`config.mk`:
```
export PLATFORM = sky130hd
export DESIGN_NAME = waveform_analyzer_flat
export DESIGN_NICKNAME = d
export VERILOG_FILES = /design/src/rtl/wave_pkg.sv /design/src/rtl/waveform_analyzer_if.sv /design/src/rtl/hyst_comparator.sv /design/src/rtl/waveform_analyzer.sv /design/src/flat_wrapper.sv
export SDC_FILE = /design/constraint.sdc
export NUM_CORES = 1
export LEC_CHECK = 0
export CAP_MARGIN = 0
export CORE_ASPECT_RATIO = 0.75
export CORE_MARGIN = 4
export CORE_UTILIZATION = 60
export CTS_CLUSTER_DIAMETER = 60
export DETAILED_ROUTE_END_ITERATION = 10
export MAX_ROUTING_LAYER = met4
export PLACE_DENSITY = 0.91
export SLEW_MARGIN = 20
export SYNTH_ARGS = -nofsm -noshare
export SYNTH_HDL_FRONTEND = slang
export SYNTH_HIERARCHICAL = 1
export SYNTH_SLANG_ARGS = --single-unit
```
`constraint.sdc`:
```
create_clock -name i_clk -period 3.6 [get_ports i_clk]
set_input_delay 0.36 -clock i_clk [delete_from_list [all_inputs] [get_ports i_clk]]
set_output_delay 0.36 -clock i_clk [all_outputs]
set_load 0.05 [all_outputs]
```
`src/rtl/wave_pkg.sv`:
```
// Shared types and default constants for the waveform analyzer and generator.
// The WAVE_CLASSIFY_EN build option is consumed by waveform_analyzer.
package wave_pkg;

  typedef enum logic [1:0] {IDLE, ARM, MEAS, DONE} state_t;

  typedef enum logic [2:0] {
    WC_NONE   = 3'd0,
    WC_SMOOTH = 3'd1,
    WC_SAW    = 3'd2,
    WC_SQUARE = 3'd3
  } wave_class_t;

  localparam logic [7:0] THRESH_DEF   = 8'd128;
  localparam int         HYST_DEF     = 4;
  localparam int         PERIOD_W_DEF = 16;
  localparam int         JUMP_TH      = 64;

  // Zero jumps is smooth, one is sawtooth, two or more is square.
  function automatic wave_class_t class_of(input logic [1:0] jumps);
    case (jumps)
      2'd0:    return WC_SMOOTH;
      2'd1:    return WC_SAW;
      default: return WC_SQUARE;
    endcase
  endfunction

endpackage

```
`src/rtl/waveform_analyzer_if.sv`:
```
// Sample-stream and result bus of the waveform analyzer.
// sample_valid qualifies sample in the same cycle; there is no backpressure.
interface waveform_analyzer_if
  import wave_pkg::*;
#(
  parameter int PERIOD_W = PERIOD_W_DEF
);
  logic                init;
  logic                sample_valid;
  logic [7:0]          sample;
  logic                busy;
  logic                meas_done;
  logic                timeout;
  logic [PERIOD_W-1:0] period;
  logic [7:0]          max_val;
  logic [7:0]          min_val;
  logic [2:0]          wave_class;
  state_t              dbg_state;
  logic                dbg_level;

  modport master (
    output init, sample_valid, sample,
    input  busy, meas_done, timeout, period, max_val, min_val, wave_class,
    input  dbg_state, dbg_level
  );

  modport slave (
    input  init, sample_valid, sample,
    output busy, meas_done, timeout, period, max_val, min_val, wave_class,
    output dbg_state, dbg_level
  );
endinterface

```
`src/rtl/hyst_comparator.sv`:
```
// Threshold comparator with hysteresis; level updates only on valid samples.
// The rise strobe is combinational so the crossing sample is acted on in its own cycle.
module hyst_comparator #(
  parameter logic [7:0] THRESH = 8'd128,
  parameter int         HYST   = 4
) (
  input  logic       i_clk,
  input  logic       i_rst_n,
  input  logic       i_sample_valid,
  input  logic [7:0] i_sample,
  output logic       o_level,
  output logic       o_rise
);
  localparam logic [7:0] HI = THRESH + 8'(HYST);
  localparam logic [7:0] LO = THRESH - 8'(HYST);

  logic r_level;
  logic w_hi;
  logic w_lo;

  assign w_hi = (i_sample >= HI);
  assign w_lo = (i_sample <= LO);

  always_ff @(posedge i_clk or negedge i_rst_n) begin
    if (!i_rst_n) begin
      r_level <= 1'b0;
    end else if (i_sample_valid) begin
      if (w_hi)      r_level <= 1'b1;
      else if (w_lo) r_level <= 1'b0;
    end
  end

  assign o_level = r_level;
  assign o_rise  = i_sample_valid && !r_level && w_hi;
endmodule

```
`src/rtl/waveform_analyzer.sv`:
```
// Measures one waveform period (length, min, max) per INIT request.
// Define WAVE_CLASSIFY_EN to build the jump-count shape classifier.
module waveform_analyzer
  import wave_pkg::*;
#(
  parameter logic [7:0] THRESH   = THRESH_DEF,
  parameter int         HYST     = HYST_DEF,
  parameter int         PERIOD_W = PERIOD_W_DEF
) (
  input logic          i_clk,
  input logic          i_rst_n,
  waveform_analyzer_if.slave bus
);
  state_t              r_state, w_next;
  logic [PERIOD_W-1:0] r_count, w_count_inc, r_period;
  logic [7:0]          r_min, r_max, w_min_upd, w_max_upd;
  logic [7:0]          r_min_val, r_max_val;
  logic                r_timeout;
  logic                w_rise, w_level, w_sat;
  logic                w_start, w_load, w_timeout;

  hyst_comparator #(.THRESH(THRESH), .HYST(HYST)) u_cmp (
    .i_clk          (i_clk),
    .i_rst_n        (i_rst_n),
    .i_sample_valid (bus.sample_valid),
    .i_sample       (bus.sample),
    .o_level        (w_level),
    .o_rise         (w_rise)
  );

  assign w_count_inc = r_count + 1'b1;
  assign w_sat       = (w_count_inc == '1);
  assign w_min_upd   = (bus.sample < r_min) ? bus.sample : r_min;
  assign w_max_upd   = (bus.sample > r_max) ? bus.sample : r_max;

  always_comb begin
    w_next    = r_state;
    w_start   = 1'b0;
    w_load    = 1'b0;
    w_timeout = 1'b0;
    case (r_state)
      IDLE: if (bus.init) w_next = ARM;
      ARM: begin
        if (bus.sample_valid) begin
          if (w_rise) begin
            w_start = 1'b1;
            w_next  = MEAS;
          end else if (w_sat) begin
            w_timeout = 1'b1;
            w_next    = IDLE;
          end
        end
      end
      MEAS: begin
        if (bus.sample_valid) begin
          // The closing crossing sample belongs to the window.
          if (w_rise) begin
            w_load = 1'b1;
            w_next = DONE;
          end else if (w_sat) begin
            w_timeout = 1'b1;
            w_next    = IDLE;
          end
        end
      end
      DONE:    w_next = IDLE;
      default: w_next = IDLE;
    endcase
  end

  always_ff @(posedge i_clk or negedge i_rst_n) begin
    if (!i_rst_n) begin
      r_state   <= IDLE;
      r_count   <= '0;
      r_min     <= 8'h00;
      r_max     <= 8'h00;
      r_timeout <= 1'b0;
      r_period  <= '0;
      r_min_val <= 8'h00;
      r_max_val <= 8'h00;
    end else begin
      r_state   <= w_next;
      r_timeout <= w_timeout;
      case (r_state)
        IDLE: r_count <= '0;
        ARM: begin
          if (bus.sample_valid) begin
            if (w_start) begin
              r_count <= '0;
              r_min   <= 8'hFF;
              r_max   <= 8'h00;
            end else begin
              r_count <= w_count_inc;
            end
          end
        end
        MEAS: begin
          if (bus.sample_valid) begin
            r_count <= w_count_inc;
            r_min   <= w_min_upd;
            r_max   <= w_max_upd;
          end
        end
        default: ;
      endcase
      if (w_load) begin
        r_period  <= w_count_inc;
        r_min_val <= w_min_upd;
        r_max_val <= w_max_upd;
      end
    end
  end

`ifdef WAVE_CLASSIFY_EN
  logic [7:0]        r_prev;
  logic [1:0]        r_jumps, w_jumps_upd;
  logic [2:0]        r_class;
  logic signed [8:0] w_diff;
  logic [8:0]        w_abs;
  logic              w_jump;

  assign w_diff      = $signed({1'b0, bus.sample}) - $signed({1'b0, r_prev});
  assign w_abs       = w_diff[8] ? $unsigned(-w_diff) : $unsigned(w_diff);
  assign w_jump      = (w_abs > 9'(JUMP_TH));
  assign w_jumps_upd = (w_jump && (r_jumps != 2'd3)) ? r_jumps + 2'd1 : r_jumps;

  always_ff @(posedge i_clk or negedge i_rst_n) begin
    if (!i_rst_n) begin
      r_prev  <= 8'h00;
      r_jumps <= 2'd0;
      r_class <= WC_NONE;
    end else begin
      if (bus.sample_valid) r_prev <= bus.sample;
      if (w_start) begin
        r_jumps <= 2'd0;
      end else if (r_state == MEAS && bus.sample_valid) begin
        r_jumps <= w_jumps_upd;
      end
      if (w_load) r_class <= class_of(w_jumps_upd);
    end
  end

  assign bus.wave_class = r_class;
`else
  assign bus.wave_class = WC_NONE;
`endif

  assign bus.busy      = (r_state == ARM) || (r_state == MEAS);
  assign bus.meas_done = (r_state == DONE);
  assign bus.timeout   = r_timeout;
  assign bus.period    = r_period;
  assign bus.min_val   = r_min_val;
  assign bus.max_val   = r_max_val;
  assign bus.dbg_state = r_state;
  assign bus.dbg_level = w_level;
endmodule

```
`src/flat_wrapper.sv`:
```
// flat-port wrapper written by rule: the top's interface ports become plain ports
module waveform_analyzer_flat import wave_pkg::*;
#(
  parameter logic [7:0] THRESH   = THRESH_DEF,
  parameter int         HYST     = HYST_DEF,
  parameter int         PERIOD_W = PERIOD_W_DEF
)
  (i_clk, i_rst_n, bus_init, bus_sample_valid, bus_sample, bus_busy, bus_meas_done, bus_timeout, bus_period, bus_max_val, bus_min_val, bus_wave_class, bus_dbg_state, bus_dbg_level);
  waveform_analyzer_if #(.PERIOD_W(PERIOD_W)) bus_i ();
  input logic i_clk;
  input logic i_rst_n;
  input wire logic [$bits(bus_i.init)-1:0] bus_init;
  input wire logic [$bits(bus_i.sample_valid)-1:0] bus_sample_valid;
  input wire logic [$bits(bus_i.sample)-1:0] bus_sample;
  output wire logic [$bits(bus_i.busy)-1:0] bus_busy;
  output wire logic [$bits(bus_i.meas_done)-1:0] bus_meas_done;
  output wire logic [$bits(bus_i.timeout)-1:0] bus_timeout;
  output wire logic [$bits(bus_i.period)-1:0] bus_period;
  output wire logic [$bits(bus_i.max_val)-1:0] bus_max_val;
  output wire logic [$bits(bus_i.min_val)-1:0] bus_min_val;
  output wire logic [$bits(bus_i.wave_class)-1:0] bus_wave_class;
  output wire logic [$bits(bus_i.dbg_state)-1:0] bus_dbg_state;
  output wire logic [$bits(bus_i.dbg_level)-1:0] bus_dbg_level;
  assign bus_i.init = bus_init;
  assign bus_i.sample_valid = bus_sample_valid;
  assign bus_i.sample = bus_sample;
  assign bus_busy = bus_i.busy;
  assign bus_meas_done = bus_i.meas_done;
  assign bus_timeout = bus_i.timeout;
  assign bus_period = bus_i.period;
  assign bus_max_val = bus_i.max_val;
  assign bus_min_val = bus_i.min_val;
  assign bus_wave_class = bus_i.wave_class;
  assign bus_dbg_state = bus_i.dbg_state;
  assign bus_dbg_level = bus_i.dbg_level;
  waveform_analyzer #(.THRESH(THRESH), .HYST(HYST), .PERIOD_W(PERIOD_W)) u_core (.i_clk(i_clk), .i_rst_n(i_rst_n), .bus(bus_i));
endmodule
```
; Word-level counts from Yosys, hierarchy flattened
; Index checks and enable logic that the tools add are counted.
[word_totals]
ff_bits = 68
[classes]
n_addsub = 1
magnitude_cmp = 4
n_eq_ne = 8
n_mux = 31
n_reduce_logical = 13
[op_table]
columns = operator, count
row1 = $mux 8, 8
row2 = $mux 16, 3
row3 = $pmux 16 s3, 1
row4 = $pmux 8 s2, 2
row5 = $add 16x1->16 const B, 1
row6 = $eq 16x16->1 const B, 1
row7 = $mux 2, 6
row8 = $mux 1, 10
row9 = $ge 8x8->1 const B, 1
row10 = $gt 8x8->1, 1
row11 = $le 8x7->1 const B, 1
row12 = $lt 8x8->1, 1
row13 = $pmux 2 s4, 1
row14 = $ne 2x2->1 const B, 3
row15 = $reduce_and 3->1, 2
row16 = $eq 2x2->1 const B, 2
row17 = $reduce_and 4->1, 1
row18 = $reduce_bool 2->1, 2
row19 = $reduce_bool 3->1, 1
row20 = $eq 2x1->1 const B, 1
row21 = $logic_and 1x1->1, 2
row22 = $logic_not 2->1, 1
row23 = $ne 2x1->1 const B, 1
row24 = $reduce_and 2->1, 1
row25 = 3 further kinds, 3

; Longest topological paths before layout
; Gate-level depths: netlist of run 1.
[depth]
word_depth = 9
ltp_mapped = 12
ltp_nobuf = 9

; Modules after synthesis
; The synthesis of run 1 kept the hierarchy.
[by_module_without_submodules]
columns = module, n_inst, cells_each, area_per_inst_um2, seq_area_each_um2
row1 = waveform_analyzer, 1, 447, 4043.9, 1676.6
row2 = hyst_comparator, 1, 10, 86.3, 25.0

; Worst setup path before layout of run 1
; Ideal clock, no wire load.
[synth_path]
path_type = reg-to-reg
startpoint = register u_core.r_state[1] (netlist: u_core/bus.dbg_state[1])
endpoint = register u_core.r_count[13]
setup_time_ps = 95
arrival_time_ps = 2542
t_required_ps = 3505
setup_slack_ps = 962
stages_incl_launch_ff = 8
path_buffers = 1
cell_sequence = dfrtp_1 inv_1 ha_1 nand2_1 or3_1 clkbuf_1 or3_1 o31ai_1
[synth_between]
elab_chain_len = 5
elab_cells_between_ends = 11
[synth_lines]
columns = item, line
row1 = from (decl), waveform_analyzer.sv:14  ; state_t r_state, w_next;
row2 = from (signal assigned), waveform_analyzer.sv:82  ; r_state <= w_next;
row3 = $eq 2x1->1, "waveform_analyzer.sv:41, waveform_analyzer.sv:84"
row4 = $mux 1, waveform_analyzer.sv:41  ; case (r_state)
row5 = $mux 16, waveform_analyzer.sv:88  ; if (w_start) begin
row6 = $mux 16, waveform_analyzer.sv:87  ; if (bus.sample_valid) begin
row7 = $pmux 16 s3, waveform_analyzer.sv:84  ; case (r_state)
row8 = to (signal assigned), waveform_analyzer.sv:93  ; r_count <= w_count_inc;
row9 = to (signal assigned), waveform_analyzer.sv:99  ; r_count <= w_count_inc;
row10 = to (decl), waveform_analyzer.sv:15  ; logic [PERIOD_W-1:0] r_count, w_count_inc, r_period;
; Parallel ways exist; a longest one is shown, timed or not. The select of a mux whose other input is x is not followed.
; A chain may end at the register's enable or synchronous reset.

; Final worst setup path of run 1
[layout_path]
startpoint = input port bus_sample_valid
endpoint = register u_core.r_max[5]
[layout_between]
elab_chain_len = 7
elab_cells_between_ends = 9
[layout_lines]
columns = item, line
row1 = from (decl), flat_wrapper.sv:13  ; input wire logic [$bits(bus_i.sample_valid)-1:0] bus_sample_valid;
row2 = $logic_and 1x1->1 (2 in a row), hyst_comparator.sv:34  ; assign o_rise = i_sample_valid && !r_level && w_hi;
row3 = via u_core.w_rise, waveform_analyzer.sv:19  ; logic w_rise, w_level, w_sat;
row4 = $mux 1, waveform_analyzer.sv:45  ; if (w_rise) begin
row5 = $mux 1, waveform_analyzer.sv:44  ; if (bus.sample_valid) begin
row6 = $mux 1, waveform_analyzer.sv:41
row7 = $ne 2x1->1 (no source line), -
row8 = $reduce_and 4->1 (no source line), -
row9 = to (signal assigned), waveform_analyzer.sv:101  ; r_max <= w_max_upd;
row10 = to (decl), waveform_analyzer.sv:16  ; logic [7:0] r_min, r_max, w_min_upd, w_max_upd;
; The timed path passes the listed nets, and every way through them passes these cells.

==> impl_metrics.ini, run 1 <==
[clocking]
htree_num_levels = 3
cts_sinks = 68
cts_max_path_buffers = 2
post_cts_resize_count = 0
cts-root-buf = clkbuf_8
ctsHoldBuffers = 0
cts_tree = built
cts.clk_slew.worst_paths_ns = 0.07
postCtsSetupRepairBufs = 0
cts_buffers = 9
clock_latency_ns = 0.36

[synthesis]
synth.avg_cell_area_sq_um = 9.04
seq_area_frac_synth_pct = 41.2
synth_edf_count = 0
yosysTopAreaCell = dfrtp_1
ys.flop_type = dfrtp_1
synth_fa_ha_area_share_pct = 6.36
synth_top_area_share_pct = 41.2
synth_compound_area_share_pct = 21.7
synthArstFlopShare_pct = 100
synth.area.top_cells = dfrtp_1 (41%), o21ai_0 (6.8%), ha_1 (6.4%)
synthMuxAreaShare_pct = 2.18
synthCells = 457
synth_top_family_by_area = compound AO/OA/AOI/OAI gates
yosys_warnings = 6
synth-xor-area-share_pct = 2.76
syn_area_sq_mm = 0.00413
ys_ff_latch = 68
yosysUniqueCellTypes = 63
yosys.area_share.simple_pct = 17.6

[finish]
syn2layout_area_growth_pct = 16.2
stdcell_area_sq_mm = 0.00480
final_cell_mix = dfrtp_1 (68), o21ai_0 (56), nand2_1 (53)
seqCellArea_sq_mm = 0.00170
fill_cells = 467
drive_above_1_share_pct = 9.16
multi_input_area_sq_mm = 0.00210
final_common_cell = dfrtp_1
finalNetCount = 530
diodes = 0

[power_and_ir_drop]
power_mw = 2.96
combPwrFrac_pct = 43.3
power.switching_fraction_pct = 42.8
ir_drop_uv = 468
power_frac_seq_pct = 34.6
clkPwrFrac_pct = 22.1
p_leak_nw = 1.99
p_sw_mw = 1.27
power.density_mw_per_mm2 = 616
power.internal_mw = 1.69

[setup_path]
worst_ep_arrival_time_ns = 3.24
cpLargestDelayFamily = simple AND/OR/NAND/NOR gates
worstPathRequired_ns = 3.89
critPathMaxStageDelay_ns = 0.75
ff2ff_setup_slack_ns = 0.93
critPathMostFrequentCell = and2_1
worst-path-buf-inv = 1
crit_slowest_cell = nor3b_1
end_kind = register
start_kind = primary input
crit_path_max_fanout = 9
worstSetupPathType = primary input to register
crit_chain = clkdlybuf4s50_1, o21ai_2, nor3b_1, nand2_1, o21ai_0, and2_1, and2_1, a32o_1

[placement]
place.gp.congestion = 0.934
portBuffers = 49
dpl.hpwl_um = 7450
dpl_cell_area_sq_mm = 0.00459

[die]
io_pins = 53
die-area_sq_mm = 0.00829
die_x_um = 104
fp.dieH_um = 79.9
core_region_area_sq_mm = 0.00647
initial_core_util_pct = 63.8
num_rows = 25

[timing]
fin_skew_ns = 0.00805
max_clock_freq_mhz = 339
tns_ns = 0
rsz0062_at_grt = no
finalHoldViolCount = 0
slew_headroom_pct = 29.6
fin_crit_ns = 2.95
finalCritPeriodShare_pct = 81.8
setup_viol = 0
worstMarginPinSlew_ns = 1.05
final-max-slew-violation-count = 0

[status]
status = finished clean

[hold_path]
hp-class = primary input to asynchronous set/reset pin

[detailed_routing]
dr_total_vias = 3825
drtIter0Drc = 389
via_per_inst = 6.56
ant_nets = 0
routedWlPerCell_um = 18.6
wl_um = 10800
dr.pass1.iters = 5
drc = 0

[global_route]
globalRouteOverflowTotal = 0
grt_pass1_wl_um = 17900
antenna_found_initial = 0
grtUsageTotal_pct = 27.9
grt_pass1_vias = 3655
grt_start_max_net_pins = 49

[job]
cap_viol_max_count = 0
stage by stage:
step	instances	hold WS [ns]	utilization, %	setup slack (ns)
floorplan	459	0.0644	-	0.962
global placement	567	0.462	71.0	0.621
detailed placement	567	0.470	71.0	0.477
CTS	583	0.240	74.1	0.835
global route	583	0.0539	74.1	0.540
finish	583	0.0181	74.1	0.654
power by group through the flow:
stage	Clock, mW	Sequential, mW	Combinational [mW]
after detailed placement	0	1.03	1.23
after global placement	0	1.02	1.18
after global routing	0.692	1.04	1.38
after floorplan	0	1.16	0.746
final	0.654	1.02	1.28
after CTS	0.663	1.02	1.25
final timing paths:
path / startpoint / end / depth (start not counted)
setup / recovery: bus_sample_valid / u_core/r_max[5]$_DFFE_PN0P_ / 8
hold / removal: i_rst_n / u_core/bus.period[11]$_DFFE_PN0P_ / 1
min in group i_clk: u_core/bus.max_val[5]$_DFFE_PN0P_ / u_core/bus.max_val[5]$_DFFE_PN0P_ / 2
hold reg to reg: u_core/bus.max_val[5]$_DFFE_PN0P_ / u_core/bus.max_val[5]$_DFFE_PN0P_ / 2
max in group asynchronous: i_rst_n / u_core/bus.min_val[3]$_DFFE_PN0P_ / 2
setup reg to reg: u_core/r_count[0]$_DFFE_PN0P_ / u_core/bus.timeout$_DFF_PN0_ / 7
flip-flops by register name (all words and copies together) (netlist names):
signal,count
u_core/bus.dbg_state,2
u_core/bus.max_val,8
u_core/bus.min_val,8
u_core/bus.period,16
u_core/bus.timeout,1
u_core/r_count,16
u_core/r_max,8
u_core/r_min,8
u_core/u_cmp/o_level,1
synth_stat cells (9+ instances only):
| library cell | count |
|---|---|
| a21oi_1 | 17 |
| nor2_1 | 34 |
| o21ai_0 | 56 |
| inv_1 | 26 |
| a31oi_1 | 10 |
| nand2_1 | 53 |
| clkbuf_1 | 20 |
| dfrtp_1 | 68 |
| ha_1 | 21 |
| mux2i_1 | 9 |
| xnor2_1 | 11 |
| nand3_1 | 10 |
worst reg2reg max path: cells and delay by family (launching register included):
kind                     cells  cell delay, ns
flip-flops                   1            0.54
multiplexers                 1            0.06
adder cells (fa/ha/maj)      1            0.40
AND/OR/NAND/NOR              4            1.16
AO/OA/AOI/OAI                1            0.42
cells by family after synthesis:
kind of cell    count (synthesis)
compound gates                140
xor+xnor                       13
fa+ha+maj                      21
buf+inv                        62
flops                          68
mux                             9
other cells                     1
simple gates                  143
per-layer routing:
| metal | global-route usage (%) | vias to the layer above | wire length, um |
|---|---|---|---|
| li1 | - | 1723 | - |
| met1 | 36.4 | 1788 | 4650 |
| met2 | 39.9 | 258 | 4660 |
| met3 | 8.00 | 56 | 1100 |
| met4 | 14.2 | 0 | 420 |
| met5 | - | - | 0 |
layout make-up:
type	instances	share of cell area, %
Tap cell	81	2.11
Clock inverter	4	0.991
Multi-Input combinational cell	329	43.8
Sequential cell	68	35.5
Clock buffer	12	3.23
Timing Repair Buffer	63	12.4
Inverter	26	2.03
Power figures use the tool's default switching activity.
==> inputs of run 2 (changes only) <==
Settings changed: CORE_UTILIZATION 60 to 50, PLACE_DENSITY 0.91 to 0.81.
Clock period 3.6 ns to 2.4 ns, I/O delays scaled along.
==> run 2 against run 1 <==
  * Core utilization decreased by 9.1 points
  * Wire length increased by 6.0%
  * Final cell count increased by 11%
  * Cell area increased by 7.7%
  * Non-clock buffer count increased by 39
  * Critical path depth unchanged
  * Register-to-register slack got worse by 0.83 ns
  * Hold slack improved by 0.34 ns
  * Setup slack got worse by 0.58 ns
  * First-iteration DRC count increased by 15%
  * Critical endpoint is now u_core/r_min[6]$_DFFE_PN0P_
  * Highest routed layer unchanged
==> impl_metrics.ini, run 2 (same netlist as run 1, synthesis figures left out) <==
[finish]
diodes = 0
syn2layout_area_growth_pct = 25.2
seqCellArea_sq_mm = 0.00170
fin_util_pct = 65.0
fin_cells = 646
fill_cells = 625
final_common_cell = dfrtp_1
final_cell_mix = dfrtp_1 (66), o21ai_0 (56), nand2_1 (53)
multi_input_area_sq_mm = 0.00215
drive_above_1_share_pct = 17.6
finalNetCount = 569
stdcell_area_sq_mm = 0.00517

[power_and_ir_drop]
p_sw_mw = 2.02
power.internal_mw = 2.62
power.density_mw_per_mm2 = 898
power_mw = 4.64
power_frac_seq_pct = 32.5
clkPwrFrac_pct = 18.5
power.switching_fraction_pct = 43.6
p_leak_nw = 2.19
combPwrFrac_pct = 49.0
ir_drop_uv = 545

[setup_path]
worstPathRequired_ns = 2.65
worst_ep_arrival_time_ns = 2.57
crit_end = u_core/r_min[6]$_DFFE_PN0P_
end_kind = register
ff2ff_setup_slack_ns = 0.10
r2r_start = u_core/r_min[5]$_DFFE_PN0P_
start_kind = primary input
worstSetupPathType = primary input to register
crit_path_max_fanout = 8
r2r_cells = 8
startpoint = bus_sample[5]
regToRegEndpoint = u_core/r_min[6]$_DFFE_PN0P_

[die]
fp.dieH_um = 86.7
core_region_area_sq_mm = 0.00795
num_rows = 28
initial_core_util_pct = 51.9
die-area_sq_mm = 0.00979
io_pins = 53
die_x_um = 113

[detailed_routing]
ant_nets = 0
drtIter0Drc = 447
drc = 0
dr.pass1.iters = 5
dr_total_vias = 3886
via_per_inst = 6.02
routedWlPerCell_um = 17.8
wl_um = 11500

[timing]
fin_crit_ns = 2.32
finalHoldViolCount = 0
fin_skew_ns = 0.0195
whs_ns = 0.363
tns_ns = 0
worstMarginPinSlew_ns = 0.656
max_clock_freq_mhz = 431
setup_viol = 0
final-max-slew-violation-count = 0
slew_headroom_pct = 56.1
finalCritPeriodShare_pct = 96.8
worst_slack_ns = 0.0772

[clocking]
cts_tree = built
cts_max_path_buffers = 2
cts.clk_slew.worst_paths_ns = 0.08
cts_sinks = 68
cts-root-buf = clkbuf_8
cts_buffers = 9
postCtsSetupRepairBufs = 0
htree_num_levels = 3
clock_latency_ns = 0.36

[placement]
portBuffers = 49
place.gp.congestion = 0.967
dp_cells = 629
dp_slack_ns = -0.337
dpl_cell_area_sq_mm = 0.00494
dpl.hpwl_um = 8020

[hold_path]
hp-class = primary input to asynchronous set/reset pin

[global_route]
grt_pass1_wl_um = 19000
grt_pass1_vias = 3856
globalRouteOverflowTotal = 0
antenna_found_initial = 0
grtUsageTotal_pct = 25.1
grt_start_max_net_pins = 54

[job]
cap_viol_max_count = 0

[status]
status = finished clean
-- run 2: cell count changes in the layout (fill, tap and decap cells not counted), sizes merged --
cell / delta
clkinv: +3
dlygate4sd3: +1
buf: +38
clkbuf: -2
bufinv: -1
-- run 2: how the worst min path moves through the flow --
| stage | startpoint | endpoint | cells past startpoint |
|---|---|---|---|
| 2_1_floorplan | i_rst_n | u_core/bus.dbg_state[0]$_DFFE_PN0P_ | 0 |
| 3_3_place_gp | i_rst_n | u_core/bus.min_val[6]$_DFFE_PN0P_ | 1 |
| 3_5_place_dp | i_rst_n | u_core/bus.min_val[6]$_DFFE_PN0P_ | 1 |
| 4_1_cts | i_rst_n | u_core/bus.min_val[4]$_DFFE_PN0P_ | 2 |
| 5_1_grt | i_rst_n | u_core/bus.min_val[6]$_DFFE_PN0P_ | 2 |
| 6_report | i_rst_n | u_core/bus.min_val[6]$_DFFE_PN0P_ | 2 |
-- run 2: cell type report --
class / instances / share of cell area (%)
multi-input cells: 329 / 41.6
clock inverters: 6 / 0.774
inverters: 26 / 1.89
flip-flops and latches: 68 / 33.0
clock buffers: 10 / 2.66
well taps: 105 / 2.54
repair buffers: 102 / 17.6
-- run 2: power by group through the flow --
stage	logic, mW	clock network (mW)	registers (mW)
after detailed placement	2.14	0	1.52
after floorplan	1.13	0	1.75
after global placement	2.07	0	1.51
after CTS	2.18	0.880	1.50
final	2.28	0.861	1.51
after global routing	2.46	0.932	1.53
-- run 2: per-layer routing --
layer	GRT usage (%)	wire length [um]	vias up
met4	9.06	298	0
li1	-	-	1795
met5	-	0	-
met3	7.26	1190	37
met2	36.0	5130	216
met1	33.9	4850	1838
-- run 2: worst max-delay path, cell delays in order --
cell             delay (ns)
clkdlybuf4s50_1        0.53
ha_1                   0.38
a2111o_1               0.43
a31oi_2                0.20
buf_4                  0.14
o21a_1                 0.13
nor2_1                 0.16
a311oi_1               0.36
-- run 2: what timing repair did --
item | 4_1_cts | 5_1_grt
hold buffers | 1 | 0
endpoints found under the hold margin | 15 | 0
endpoints found under the setup margin | 1 | 22
resized for setup | 1 | 13
==> inputs of run 3 (changes only) <==
Settings changed: PLACE_DENSITY 0.81 to 0.76.
==> run 3 against run 2 <==
  * Clock-buffer cell count did not move
  * Combinational power decreased by 2%
  * Setup slack better by 0.027 ns
  * Critical path type is now register to register
  * Hold slack better by 0.044 ns
  * Power is 6.1% higher
  * Cell area is 0.44% higher
  * Critical path depth is the same
  * Wire length down 3.2%
  * Largest cell class unchanged
  * First-iteration DRC count down 20%
  * Sequential share of layout area fell by 0.14 points
==> impl_metrics.ini, run 3 (same netlist as run 1, synthesis figures left out) <==
[hold_path]
worstHoldStart = bus_sample[5]
min_to = u_core/r_max[5]$_DFFE_PN0P_
min_path_cells = 3
hp-class = primary input to register

[timing]
final-max-slew-violation-count = 0
finalHoldViolCount = 0
worstMarginPinSlew_ns = 0.582
max_clock_freq_mhz = 436
rsz0062_at_grt = yes
fin_crit_ns = 2.30
slew_headroom_pct = 61.0
finalCritPeriodShare_pct = 95.7
whs_ns = 0.407
setup_viol = 0
fin_skew_ns = 0.0118

[die]
die_x_um = 113
die-area_sq_mm = 0.00979
fp.dieH_um = 86.7
io_pins = 53
core_region_area_sq_mm = 0.00795
initial_core_util_pct = 51.9
num_rows = 28

[clocking]
cts_buffers = 9
clock_latency_ns = 0.36
cts-root-buf = clkbuf_8
cts_sinks = 68
htree_num_levels = 3
cts.clk_slew.worst_paths_ns = 0.08
cts_max_path_buffers = 2
postCtsSetupRepairBufs = 0
cts_tree = built

[placement]
portBuffers = 49
place.gp.congestion = 0.961
dpl.hpwl_um = 7900

[detailed_routing]
ant_nets = 0
drtIter0Drc = 359
dr_total_vias = 3811
wl_um = 11100
routedWlPerCell_um = 17.3
dr.pass1.iters = 5
drc = 0
via_per_inst = 5.94

[power_and_ir_drop]
p_leak_nw = 2.20
power.density_mw_per_mm2 = 949
ir_drop_uv = 611
power_mw = 4.93

[finish]
finalNetCount = 565
diodes = 0
final_cell_mix = dfrtp_1 (66), o21ai_0 (56), nand2_1 (53)
drive_above_1_share_pct = 16.2
final_common_cell = dfrtp_1
fill_cells = 659
syn2layout_area_growth_pct = 25.7
fin_util_pct = 65.3

[global_route]
grt_pass1_vias = 3581
globalRouteOverflowTotal = 0
grt_start_max_net_pins = 69
antenna_found_initial = 0
grtUsageTotal_pct = 24.1
grt_pass1_wl_um = 18100

[setup_path]
end_kind = register
crit_chain = inv_1, ha_1, a2111o_1, a31oi_1, buf_4, o21a_1, nor2_1, a311oi_1
worstPathRequired_ns = 2.65
r2r_cells = 8
start_kind = register
regToRegEndpoint = u_core/r_min[3]$_DFFE_PN0P_
r2r_start = u_core/r_min[5]$_DFFE_PN0P_
critPathMaxStageDelay_ns = 0.41
crit_slowest_cell = a2111o_1
worst_ep_arrival_time_ns = 2.55
ff2ff_setup_slack_ns = 0.10
worstSetupPathType = register to register
crit_path_max_fanout = 8

[job]
cap_viol_max_count = 0

[status]
status = finished clean
## run 3: per-layer routing
metal | part of all wire [%] | vias up | GRT usage, % | wire [um]
met3 | 8.6 | 12 | 5.16 | 961
met5 | 0 | - | - | 0
met1 | 47 | 1820 | 34.8 | 5240
met4 | 1.3 | 0 | 8.30 | 149
met2 | 43 | 189 | 33.5 | 4760
li1 | - | 1790 | - | -
## run 3: layout make-up
type	count	area, sq um	area share [%]
multi-input combinational	329	2130	41.0
sequential	68	1700	32.8
timing repair buffer	98	883	17.0
clock buffer	10	138	2.65
tap	105	131	2.53
clock inverter	6	111	2.14
inverter	26	97.6	1.88
## run 3: repair_timing
| action | in CTS | in global routing |
|---|---|---|
| endpoints found under the setup margin | 1 | 10 |
| gates resized for setup | 2 | 10 |
| gates cloned | 0 | 0 |
| hold buffers | 1 | 0 |
| endpoints found under the hold margin | 68 | 0 |
## run 3: report_power, final
| part | leakage, nW | internal, mW | switching (mW) | total [mW] |
|---|---|---|---|---|
| Combinational | 1.19 | 0.862 | 1.37 | 2.23 |
| Sequential | 0.892 | 1.34 | 0.164 | 1.51 |
| Clock | 0.122 | 0.718 | 0.472 | 1.19 |
| Total | 2.20 | 2.92 | 2.01 | 4.93 |
## run 3: worst max path at each step
| stage | cells past startpoint | startpoint | slack [ns] | endpoint |
|---|---|---|---|---|
| 2_1_floorplan | 7 | u_core/bus.dbg_state[1]$_DFFE_PN0P_ | 0.04 | u_core/r_count[13]$_DFFE_PN0P_ |
| 3_3_place_gp | 7 | bus_sample[5] | -0.20 | u_core/r_min[0]$_DFFE_PN0P_ |
| 3_5_place_dp | 7 | bus_sample[5] | -0.36 | u_core/r_min[6]$_DFFE_PN0P_ |
| 4_1_cts | 3 | u_core/bus.dbg_state[1]$_DFFE_PN0P_ | 0.10 | bus_busy |
| 5_1_grt | 8 | u_core/r_min[5]$_DFFE_PN0P_ | -0.02 | u_core/r_min[3]$_DFFE_PN0P_ |
| 6_report | 8 | u_core/r_min[5]$_DFFE_PN0P_ | 0.10 | u_core/r_min[3]$_DFFE_PN0P_ |
## run 3: worst max-delay path, delay by kind of cell, from the launching register on
family	cells	cell delay, ns
adders and majority gates	1	0.26
AOI/OAI and AO/OA	4	1.10
and+or+nand+nor	1	0.15
buffers and inverters	2	0.29
DFF	1	0.40
## run 3: stage by stage
stage | area, sq um | worst slack (ns) | TNS [ns] | instances
finish | 5190 | 0.104 | 0 | 642
global route | 5190 | -0.0226 | -0.0281 | 642
CTS | 5170 | 0.103 | 0 | 642
detailed placement | 4910 | -0.364 | -7.53 | 625
global placement | 4910 | -0.195 | -4.57 | 625
floorplan | 4140 | 0.0418 | 0 | 459
